`src/rtl/wb_spram_bridge.sv`:
```
// Wishbone B4 pipelined slave in front of a single-port 32-bit RAM with one cycle of read latency.
// Every request is acked two cycles after it is accepted. Define WB_SPRAM_BRIDGE_RANGE_CHECK_EN to return wb_err for addresses at or above size.
module wb_spram_bridge #(
  parameter int unsigned size       = 'h80,
  parameter int unsigned addr_width = $clog2(size) - 2
) (
  input  logic                  clk,
  input  logic                  rst_n,
  input  logic                  wb_cyc,
  input  logic                  wb_stb,
  input  logic                  wb_we,
  input  logic [3:0]            wb_sel,
  input  logic [31:0]           wb_adr,
  input  logic [31:0]           wb_dat_i,
  output logic                  wb_stall,
  output logic                  wb_ack,
  output logic                  wb_err,
  output logic [31:0]           wb_dat_o,
  output logic [addr_width-1:0] ram_addr,
  output logic                  ram_ce,
  output logic [3:0]            ram_we,
  output logic [31:0]           ram_d,
  input  logic [31:0]           ram_q
);

  logic acc;
  logic req_err;
  logic unused_adr;

  logic s1_valid;
  logic s1_read;
  logic s1_err;
  logic s2_valid;
  logic s2_err;

  assign acc = wb_cyc & wb_stb;

`ifdef WB_SPRAM_BRIDGE_RANGE_CHECK_EN
  assign req_err    = (wb_adr >= size);
  assign unused_adr = ^wb_adr[1:0];
`else
  // Upper address bits are dropped, so out-of-range addresses wrap modulo size.
  assign req_err    = 1'b0;
  assign unused_adr = ^{wb_adr[31:addr_width+2], wb_adr[1:0]};
`endif

  // The RAM is driven straight from the bus in the accept cycle.
  assign ram_ce   = rst_n & acc & ~req_err;
  assign ram_addr = wb_adr[addr_width+1:2];
  assign ram_we   = (acc & wb_we) ? wb_sel : 4'b0000;
  assign ram_d    = wb_dat_i;

  assign wb_stall = 1'b0;

  // S1 lines up with the RAM output; S2 presents the response to the bus.
  // Dropping wb_cyc flushes both stages, so in-flight responses never appear.
  always_ff @(posedge clk) begin
    // NOTE: state registers use non-blocking assignments so every stage samples the pre-edge values.
    if (!rst_n) begin
      s1_valid <= 1'b0;
      s1_read  <= 1'b0;
      s1_err   <= 1'b0;
      s2_valid <= 1'b0;
      s2_err   <= 1'b0;
      wb_dat_o <= '0;
    end else begin
      s1_valid <= acc;
      s1_read  <= ~wb_we;
      s1_err   <= req_err;
      s2_valid <= wb_cyc & s1_valid;
      s2_err   <= s1_err;
      if (wb_cyc && s1_valid && s1_read && !s1_err) begin
        wb_dat_o <= ram_q;
      end
    end
  end

  assign wb_ack = s2_valid & ~s2_err;

`ifdef WB_SPRAM_BRIDGE_RANGE_CHECK_EN
  assign wb_err = s2_valid & s2_err;
`else
  assign wb_err = 1'b0;
`endif

endmodule

```
`config.mk`:
```
export PLATFORM = sky130hd
export DESIGN_NAME = wb_spram_bridge
export DESIGN_NICKNAME = d
export VERILOG_FILES = /design/src/rtl/wb_spram_bridge.sv
export SDC_FILE = /design/constraint.sdc
export NUM_CORES = 1
export LEC_CHECK = 0
export ABC_AREA = 1
export ABC_CLOCK_PERIOD_IN_PS = 900
export CORE_ASPECT_RATIO = 0.6
export CORE_MARGIN = 3
export CORE_UTILIZATION = 26
export CTS_CLUSTER_DIAMETER = 50
export DETAILED_ROUTE_END_ITERATION = 8
export GPL_TIMING_DRIVEN = 0
export PLACE_DENSITY = 0.77
export SYNTH_ARGS = -nofsm -noshare
export SYNTH_HDL_FRONTEND = slang
export SYNTH_SLANG_ARGS = --single-unit
```
`constraint.sdc`:
```
create_clock -name clk -period 0.9 [get_ports clk]
set_input_delay 0.18 -clock clk [delete_from_list [all_inputs] [get_ports clk]]
set_output_delay 0.18 -clock clk [all_outputs]
set_load 0.02 [all_outputs]
```
==> Flow_metrics.wiki, run 1 <==
{| class="wikitable"
! Metric !! Value
|-
| Flip-flop and latch count after synthesis || 35
|-
| Net total in the final layout || 507
|-
| Average vias per placed instance || 3.92
|-
| Violated checks || setup timing
|-
| Reg2reg path depth || 4
|-
| Total routing resource utilization after global routing || 14.5%
|-
| Antenna Cells || 0
|-
| Crit path arrival time || 1.16 ns
|-
| Height of the chip || 69.4 um
|-
| Post-Synthesis Cells || 262
|-
| Worst clock skew || 0.00928 ns
|-
| Std-Cell Rows || 22
|-
| Worst-path maximum fanout || 10
|-
| Average cell area after synthesis || 6.66 um^2
|-
| Htree depth || 2
|-
| Final standard cell area without fillers || 3430 um^2
|-
| Final clock period utilization by the worst path || 110%
|-
| Warnings, synthesis || 0
|-
| Portion of total power attributed to combinational logic || 22.0%
|-
| Initial core utilization || 27.7%
|-
| Largest delay share family, worst path || flip-flops
|-
| Maximum number of pins on one net before global-route repair || 11
|-
| Antenna-violating nets left || 0
|-
| Count of input and output buffers || 114
|-
| Count of different cell masters after synthesis || 11
|-
| Clock buffers created by TritonCTS || 5
|-
| Total wire length || 5.96 mm
|-
| Final core utilization || 54.4%
|-
| Psw || 0.909 mW
|-
| TritonCTS clock tree || built
|-
| Pint || 2.54 mW
|-
| DIE WIDTH || 112 um
|-
| Hold wc startpoint || wb_we
|-
| Worst IR drop on VDD || 0.000504 V
|-
| Pre-antenna DRT Iters || 4
|-
| Cell area power density || 1000 nW/um^2
|-
| Crit. End Element || flip-flop
|-
| GRT overflow || 0
|-
| Boundary Pins || 182
|-
| Clock Power Share || 31.6%
|-
| Clock-pin transition on the worst setup and hold timing paths || 0.07 ns
|-
| Final Hold Violating Endpoints || 0
|-
| Smallest hold slack || 0.103 ns
|-
| Number of buffers and inverters on the critical path || 1
|-
| Initial detailed-routing violation count || 50
|-
| # hold bufs at CTS || 0
|-
| Total setup violations reported at the end of the flow || 62
|-
| Fraction of layout cells with a size suffix above 1 || 47.4%
|-
| Switching power share of the total || 26.4%
|-
| Final max-slew violation count || 0
|-
| Area share of the largest cell type after synthesis || 40.2%
|-
| Antenna violations before repair || 0
|-
| Post-route minimum period || 0.986 ns
|-
| Max incr delay on CP || 0.40 ns
|-
| Number of global-route vias before repair || 1,831
|-
| Clock network latency to the later pin of the worst-skew pair || 0.28 ns
|-
| Area of the core region || 6300 um^2
|-
| Worst reg2reg endpoint || wb_dat_o[10]
|-
| DRC || 0
|-
| Element type at the critical path start || flip-flop
|-
| Cell taking the most area after synthesis || sky130_fd_sc_hd__dfxtp_1
|-
| Reg power frac || 46.4%
|-
| Worst-case hold path end point || s1_read
|-
| Half-perimeter wire length of the detailed placement result || 4.10 mm
|-
| Hold Path Stages || 2
|-
| Launch instance of the worst register-to-register path || s1_read
|-
| Critical Path Most Common Cell || sky130_fd_sc_hd__nor2_1
|-
| Highest clock rate || 1010 MHz
|-
| Ordered list of cells on the worst path || nand3_4, buf_6, nor2_1, nor2_1
|-
| Post-synth design cell area || 1740 um^2
|-
| Setup ws final || -0.0857 ns
|-
| Total power || 3.44 mW
|-
| Cell at the root of the clock tree || sky130_fd_sc_hd__clkbuf_8
|-
| Number of buffers between clock root and the deepest sink || 2
|-
| Minimum setup slack among reg-to-reg paths || -0.09 ns
|-
| Wire length of the first global-routing pass || 9.21 mm
|-
| Cells taking the most area after synthesis || sky130_fd_sc_hd__dfxtp_1 40%, sky130_fd_sc_hd__buf_4 17%, sky130_fd_sc_hd__nor2_1 15%
|-
| Setup repair after global routing missed its margin || yes
|-
| Max stage delay cell, worst path || sky130_fd_sc_hd__dfxtp_4
|-
| Cell area reported after detailed placement || 3000 um^2
|-
| Number of vias after detailed routing || 1,911
|-
| Share of the yosys chip area belonging to registers || 40.2%
|-
| Wire per inst || 12.2 um
|-
| # Max-Cap Violations || 0
|-
| Synthesis-to-finish area growth || 96.8%
|-
| Full die area || 7760 um^2
|-
| Required time reported for the critical path endpoint || 1.07 ns
|-
| Final Wtd Congestion || 0.723
|-
| Leakage power || 1.77 nW
|-
| Status || finished, violations left
|-
| Path type of the worst setup path || reg -> reg
|-
| Clock sink count || 35
|-
| Worst hold path type || in -> reg
|}
-- synthesized netlist by cell type --
| cell type | n |
|---|---|
| sky130_fd_sc_hd__nor2_1 | 72 |
| sky130_fd_sc_hd__nand2_1 | 66 |
| sky130_fd_sc_hd__buf_4 | 39 |
| sky130_fd_sc_hd__inv_1 | 37 |
| sky130_fd_sc_hd__dfxtp_1 | 35 |
| sky130_fd_sc_hd__buf_2 | 6 |
| sky130_fd_sc_hd__buf_6 | 3 |
| sky130_fd_sc_hd__clkbuf_1 | 1 |
| sky130_fd_sc_hd__conb_1 | 1 |
| sky130_fd_sc_hd__nand3_1 | 1 |
| sky130_fd_sc_hd__nand3_4 | 1 |
-- worst max-delay path by stage --
stage             start           end  slack (ns)  depth (start not counted)
2_1_floorplan  s1_valid   wb_dat_o[0]       0.008                          4
3_3_place_gp     wb_cyc     ram_we[0]       -0.96                          4
3_5_place_dp     wb_cyc     ram_we[0]       -0.98                          4
4_1_cts        s1_valid  wb_dat_o[27]       -0.09                          5
5_1_grt         s1_read  wb_dat_o[10]       -0.16                          4
6_report        s1_read  wb_dat_o[10]       -0.09                          4
-- kinds of logic (layout without fill, tap and decap cells) --
group	count (synthesis)	count (layout)	synth area share (%)
other	1	2	0.215
and+or+nand+nor	140	142	31.0
buffers and inverters	86	224	28.6
DFF	35	35	40.2
-- state kept, by name, indices dropped and copies added (netlist names) --
signal and count:
s1_valid 1, wb_dat_o 32, s1_read 1, s2_valid 1
-- layer usage --
metal  routed length [um]  vias up  track usage, %
met5                    0        -               0
met4                   17        0            2.02
met3                  448        2            5.41
met2                 2970       55            25.2
met1                 2520      864            17.6
li1                     -      990               -
-- area by class of cell --
cell class / instances / area (um^2)
timing repair buffer: 130 / 1260
inverter: 37 / 139
multi-input combinational: 144 / 713
sequential: 35 / 749
clock inverter: 1 / 5.00
clock buffer: 7 / 76.3
tap: 84 / 105
buffer: 49 / 380
fill: 646 / 2870
-- worst reg2reg max path: stages (launching register included) --
cell                      delay (ns)
sky130_fd_sc_hd__dfxtp_4        0.40
sky130_fd_sc_hd__nand3_4        0.15
sky130_fd_sc_hd__buf_6          0.18
sky130_fd_sc_hd__nor2_1         0.10
sky130_fd_sc_hd__nor2_1         0.05
-- through the flow --
step                instances  TNS, ns  setup slack, ns
floorplan                 263        0          0.00849
global placement          461   -33.80           -0.964
detailed placement        461   -34.52           -0.984
CTS                       480    -2.48          -0.0920
global route              487    -5.07           -0.163
finish                    487    -1.74          -0.0857
-- timing repair --
item / 4_1_cts / 5_1_grt
gates cloned: 7 / 0
pin swaps: 7 / 7
buffers inserted: 4 / 7
resized for setup: 345 / 39
setup endpoints to repair: 107 / 70
-- cells in the final DEF (no fill, tap or decap) --
cell	synthesis	routed
sky130_fd_sc_hd__buf_2	6	6
sky130_fd_sc_hd__buf_4	39	51
sky130_fd_sc_hd__buf_6	3	49
sky130_fd_sc_hd__clkbuf_1	1	2
sky130_fd_sc_hd__clkbuf_8	0	5
sky130_fd_sc_hd__clkdlybuf4s50_1	0	32
sky130_fd_sc_hd__clkinv_2	0	1
sky130_fd_sc_hd__conb_1	1	2
sky130_fd_sc_hd__dfxtp_2	0	33
sky130_fd_sc_hd__dfxtp_4	0	2
sky130_fd_sc_hd__dlygate4sd2_1	0	41
sky130_fd_sc_hd__inv_1	37	36
sky130_fd_sc_hd__inv_2	0	1
sky130_fd_sc_hd__nand2_1	66	44
sky130_fd_sc_hd__nand2_2	0	22
sky130_fd_sc_hd__nand3_4	1	4
sky130_fd_sc_hd__nor2_1	72	55
sky130_fd_sc_hd__nor2_2	0	13
sky130_fd_sc_hd__nor2_4	0	4
-- power groups by stage --
stage,logic [mW],clock network (mW),registers (mW)
finish,0.758,1.09,1.60
global placement,0.771,0,1.62
detailed placement,0.779,0,1.62
CTS,0.737,1.12,1.60
floorplan,0.342,0,1.64
global route,0.811,1.24,1.60
(Power assumes the default switching activity.)
==> inputs of run 2 (changes only) <==
CORE_ASPECT_RATIO = unset   (was 0.6)
==> Flow_metrics.wiki, run 2 (synthesis gave the netlist of run 1 again) <==
{| class="wikitable"
! Metric !! Value
|-
| Status || finished, violations left
|-
| Violated checks || setup timing
|-
| Worst reg2reg endpoint || wb_dat_o[27]
|-
| # Max-Cap Violations || 0
|-
| Half-perimeter wire length of the detailed placement result || 3.76 mm
|-
| Cell area power density || 1180 nW/um^2
|-
| Count of input and output buffers || 114
|-
| Required time reported for the critical path endpoint || 1.11 ns
|-
| Hold Path Stages || 2
|-
| Full die area || 7730 um^2
|-
| Total power || 4.04 mW
|-
| Most common library cell in the layout ignoring fill and taps || sky130_fd_sc_hd__nor2_1
|-
| Setup ws final || -0.111 ns
|-
| Fill cells || 605
|-
| Worst hold path type || in -> reg
|-
| Final Hold Violating Endpoints || 0
|-
| DIE WIDTH || 87.9 um
|-
| Setup repair after global routing missed its margin || yes
|-
| Clock network latency to the later pin of the worst-skew pair || 0.28 ns
|-
| Worst-case hold path end point || s1_read
|-
| Minimum setup slack among reg-to-reg paths || -0.11 ns
|-
| Leakage power || 1.79 nW
|-
| Net total in the final layout || 502
|-
| Final max-slew violation count || 0
|-
| Height of the chip || 87.9 um
|-
| Crit. End Element || flip-flop
|-
| Final clock period utilization by the worst path || 112%
|-
| Highest clock rate || 989 MHz
|-
| Launch instance of the worst register-to-register path || s1_read
|-
| Initial core utilization || 27.2%
|-
| Cell at the root of the clock tree || sky130_fd_sc_hd__clkbuf_8
|-
| Cell area reported after detailed placement || 2990 um^2
|-
| Pre-antenna DRT Iters || 4
|-
| Hold wc startpoint || wb_we
|-
| GRT overflow || 0
|-
| Antenna violations before repair || 0
|-
| Top register by number of flip-flops || wb_dat_o
|-
| Post-route minimum period || 1.01 ns
|-
| Number of buffers between clock root and the deepest sink || 2
|-
| Antenna-violating nets left || 0
|-
| Fraction of layout cells with a size suffix above 1 || 44.2%
|-
| DRC || 0
|-
| Max incr delay on CP || 0.39 ns
|-
| Final core utilization || 53.6%
|-
| Worst-path maximum fanout || 5
|-
| Most frequent cells in the layout || 59 x sky130_fd_sc_hd__nor2_1, 51 x sky130_fd_sc_hd__nand2_1, 48 x sky130_fd_sc_hd__buf_4
|-
| Average vias per placed instance || 4.02
|-
| Worst clock skew || 0.00594 ns
|-
| Total routing resource utilization after global routing || 12.7%
|-
| Crit path arrival time || 1.22 ns
|-
| Worst IR drop on VDD || 0.000692 V
|-
| Maximum number of pins on one net before global-route repair || 13
|-
| Path type of the worst setup path || reg -> reg
|-
| Number of global-route vias before repair || 1,812
|-
| Number of vias after detailed routing || 1,909
|-
| Clock sink count || 35
|-
| Clock-pin transition on the worst setup and hold timing paths || 0.07 ns
|-
| TritonCTS clock tree || built
|-
| Final standard cell area without fillers || 3440 um^2
|-
| Antenna Cells || 0
|-
| Synthesis-to-finish area growth || 97.3%
|-
| Element type at the critical path start || flip-flop
|-
| Total wire length || 5.42 mm
|-
| Ordered list of cells on the worst path || nand3_4, clkbuf_16, nand2_2, nand2_1, nor2_1
|-
| Initial detailed-routing violation count || 51
|-
| Final Wtd Congestion || 0.655
|-
| Worst slack at placement || -0.976 ns
|-
| Max stage delay cell, worst path || sky130_fd_sc_hd__dfxtp_4
|-
| Boundary Pins || 182
|-
| Wire length of the first global-routing pass || 7.62 mm
|-
| Reg2reg path depth || 5
|-
| Area of the core region || 6420 um^2
|-
| Non-filler cells, final || 475
|-
| Post-placement cell count || 454
|-
| Std-Cell Rows || 29
|-
| Wire per inst || 11.4 um
|-
| Flip-flop count of the largest register after layout || 32
|-
| Total setup violations reported at the end of the flow || 65
|-
| Clock buffers created by TritonCTS || 5
|-
| Htree depth || 2
|}
==> run 2: cell count changes in the layout (fill, tap and decap cells not counted), moves of 3 or more <==
cell / before / now
sky130_fd_sc_hd__nor2_1: 55 / 59
sky130_fd_sc_hd__nand2_1: 44 / 51
sky130_fd_sc_hd__buf_4: 51 / 48
sky130_fd_sc_hd__buf_6: 49 / 43
sky130_fd_sc_hd__nand2_2: 22 / 13
==> run 2: routing by layer <==
metal,GRT usage [%],share of wire [%]
met1,11.7,35
met2,24.9,53
met3,6.30,12
met4,2.51,0.18
met5,0,0
==> run 2: where the power goes <==
| part | internal, mW | switching [mW] | total (mW) | leakage (nW) |
|---|---|---|---|---|
| clock network | 1.11 | 0.595 | 1.70 | 0.0644 |
| logic | 0.422 | 0.328 | 0.750 | 1.42 |
| registers | 1.57 | 0.0232 | 1.59 | 0.301 |
==> run 2: through the flow <==
stage	hold slack (ns)	setup TNS (ns)
after global routing	0.0837	-6.43
after floorplan	0.252	0
final	0.0873	-3.11
after detailed placement	0.461	-33.09
after global placement	0.457	-32.30
after CTS	0.0543	-3.22
==> run 2: how the worst max path moves through the flow <==
stage              from      endpoint  slack, ns  cells after the start
3_3_place_gp     wb_cyc     ram_we[0]      -0.93                      4
2_1_floorplan  s1_valid   wb_dat_o[0]      0.008                      4
3_5_place_dp     wb_cyc     ram_we[3]      -0.98                      4
4_1_cts        s1_valid  wb_dat_o[30]      -0.13                      5
6_report        s1_read  wb_dat_o[27]      -0.11                      5
5_1_grt        s1_valid  wb_dat_o[17]      -0.17                      6
==> run 2: area by class of cell <==
| cell class | instances | area (um^2) | share of cell area (%) |
|---|---|---|---|
| plain buffers | 49 | 388 | 11.3 |
| clock buffers | 5 | 68.8 | 2.00 |
| clock inverters | 3 | 67.6 | 1.96 |
| inverters | 37 | 139 | 4.04 |
| multi-input cells | 144 | 686 | 19.9 |
| flip-flops and latches | 35 | 749 | 21.8 |
| well taps | 77 | 96.3 | 2.80 |
| repair buffers | 125 | 1250 | 36.2 |
==> run 2: worst max-delay path, delay by kind of cell (launching register included) <==
kind	cells	cell delay (ns)
DFF	1	0.39
and+or+nand+nor	4	0.34
buffers and inverters	1	0.20
==> run 2: repair_timing <==
action	in CTS	in global routing
hold buffers	0	0
pin swaps	9	8
gates cloned	4	3
resized for setup	339	28
buffers inserted	3	3
endpoints found under the setup margin	107	70
==> inputs of run 3 (changes only) <==
CORE_MARGIN = 5   (was 3)
CTS_CLUSTER_SIZE = 20   (was unset)
PLACE_DENSITY = 0.83   (was 0.77)
==> Flow_metrics.wiki, run 3 (synthesis gave the netlist of run 1 again) <==
{| class="wikitable"
! Metric !! Value
|-
| Number of buffers between clock root and the deepest sink || 2
|-
| Antenna-violating nets left || 0
|-
| Clock sink count || 35
|-
| Clock-pin transition on the worst setup and hold timing paths || 0.07 ns
|-
| Element type at the critical path start || flip-flop
|-
| Full die area || 8450 um^2
|-
| Final core utilization || 51.5%
|-
| Area of the core region || 6420 um^2
|-
| Height of the chip || 91.9 um
|-
| Area of the multi-input gates || 648 um^2
|-
| Number of vias after detailed routing || 1,919
|-
| Htree depth || 2
|-
| Worst IR drop on VDD || 0.000657 V
|-
| Wire length of the first global-routing pass || 9.23 mm
|-
| Worst-path maximum fanout || 5
|-
| Path type of the worst setup path || reg -> reg
|-
| TritonCTS clock tree || built
|-
| Leakage power || 1.75 nW
|-
| Clock buffers created by TritonCTS || 5
|-
| Flip-flop count of the largest register after layout || 32
|-
| Count of input and output buffers || 114
|-
| Maximum number of pins on one net before global-route repair || 12
|-
| Initial core utilization || 27.2%
|-
| Fraction of layout cells with a size suffix above 1 || 41.7%
|-
| Cell at the root of the clock tree || sky130_fd_sc_hd__clkbuf_8
|-
| Cell area power density || 1040 nW/um^2
|-
| GRT overflow || 0
|-
| Std-Cell Rows || 29
|-
| Crit path arrival time || 1.23 ns
|-
| Worst clock skew || 0.00813 ns
|-
| Antenna Cells || 0
|-
| Final max-slew violation count || 0
|-
| Required time reported for the critical path endpoint || 1.12 ns
|-
| Boundary Pins || 182
|-
| Total wire length || 5.84 mm
|-
| Violated checks || setup timing
|-
| Most common library cell in the layout ignoring fill and taps || sky130_fd_sc_hd__nor2_1
|-
| Wire per inst || 12.3 um
|-
| Net total in the final layout || 500
|-
| Total routing resource utilization after global routing || 13.4%
|-
| # Max-Cap Violations || 0
|-
| Status || finished, violations left
|-
| Most frequent cells in the layout || 64 x sky130_fd_sc_hd__nor2_1, 54 x sky130_fd_sc_hd__nand2_1, 49 x sky130_fd_sc_hd__buf_4
|-
| Total setup violations reported at the end of the flow || 63
|-
| Synthesis-to-finish area growth || 89.8%
|-
| Half-perimeter wire length of the detailed placement result || 4.29 mm
|-
| DIE WIDTH || 91.9 um
|-
| Reg area || 749 um^2
|-
| Pre-antenna DRT Iters || 4
|-
| Antenna violations before repair || 0
|-
| Post-route minimum period || 1.01 ns
|-
| Fill cells || 633
|-
| Highest clock rate || 992 MHz
|-
| Worst hold path type || in -> reg
|-
| Top register by number of flip-flops || wb_dat_o
|-
| Setup ws final || -0.108 ns
|-
| DRC || 0
|-
| Final Hold Violating Endpoints || 0
|-
| Final clock period utilization by the worst path || 112%
|-
| Number of global-route vias before repair || 2,059
|-
| Final Wtd Congestion || 0.696
|-
| Initial detailed-routing violation count || 47
|-
| Smallest hold slack || 0.0958 ns
|-
| Clock network latency to the later pin of the worst-skew pair || 0.28 ns
|-
| Setup repair after global routing missed its margin || yes
|-
| Average vias per placed instance || 4.06
|-
| Crit. End Element || flip-flop
|}
==> run 3: cell count changes in the layout (fill, tap and decap cells not counted), sizes merged <==
| cell | delta |
|---|---|
| clkinv | +1 |
| bufinv | -2 |
| buf | +1 |
| clkbuf | -1 |
| nand3 | -1 |
==> run 3: final timing paths <==
path | start | end | slack, ns | cells past startpoint
setup reg to reg | s1_valid | wb_dat_o[18] | -0.11 | 6
hold / removal | wb_we | s1_read | 0.1 | 2
hold reg to reg | wb_dat_o[7] | wb_dat_o[7] | 0.52 | 4
setup / recovery | s1_valid | wb_dat_o[18] | -0.11 | 6
==> run 3: final cells by class <==
cell class | instances | area share, %
repair buffers | 124 | 36.6
flip-flops and latches | 35 | 22.6
clock inverters | 2 | 0.378
plain buffers | 49 | 11.5
well taps | 77 | 2.91
inverters | 37 | 4.19
multi-input cells | 143 | 19.6
clock buffers | 6 | 2.19
==> run 3: layer usage <==
layer  up-vias  GRT usage [%]  wire length [um]
li1        969              -                 -
met3         8           5.81               590
met2        98           25.0              3030
met4         0           3.47                70
met1       844           13.6              2140
met5         -              0                 0
==> run 3: metrics by stage <==
step / setup WS, ns / cell area (um^2) / std cells / power (mW) / setup TNS (ns)
2_1_floorplan: 0.00849 / 1750 / 263 / 1.99 / 0
3_3_place_gp: -0.935 / 2990 / 454 / 2.39 / -32.41
3_5_place_dp: -0.986 / 2990 / 454 / 2.40 / -34.15
4_1_cts: -0.133 / 3220 / 470 / 3.49 / -3.55
5_1_grt: -0.191 / 3310 / 473 / 3.63 / -6.21
6_report: -0.108 / 3310 / 473 / 3.45 / -2.42
==> run 3: repair_timing <==
action,CTS,global route
hold buffers,0,0
setup buffers,5,3
setup endpoints to repair,107,70
pin swaps,7,8
resized for setup,335,20
hold endpoints to repair,0,0
cloned,3,0
==> run 3: critical path: stages (launching register included) <==
cell,delay [ns]
sky130_fd_sc_hd__dfxtp_4,0.38
sky130_fd_sc_hd__buf_12,0.10
sky130_fd_sc_hd__nand3_4,0.10
sky130_fd_sc_hd__buf_6,0.16
sky130_fd_sc_hd__nand2_2,0.05
sky130_fd_sc_hd__nand2_2,0.05
sky130_fd_sc_hd__nor2_2,0.11
==> run 3: power breakdown <==
part | leakage (nW) | internal [mW] | switching (mW)
registers | 0.301 | 1.57 | 0.0202
logic | 1.40 | 0.416 | 0.325
clock network | 0.0412 | 0.541 | 0.571
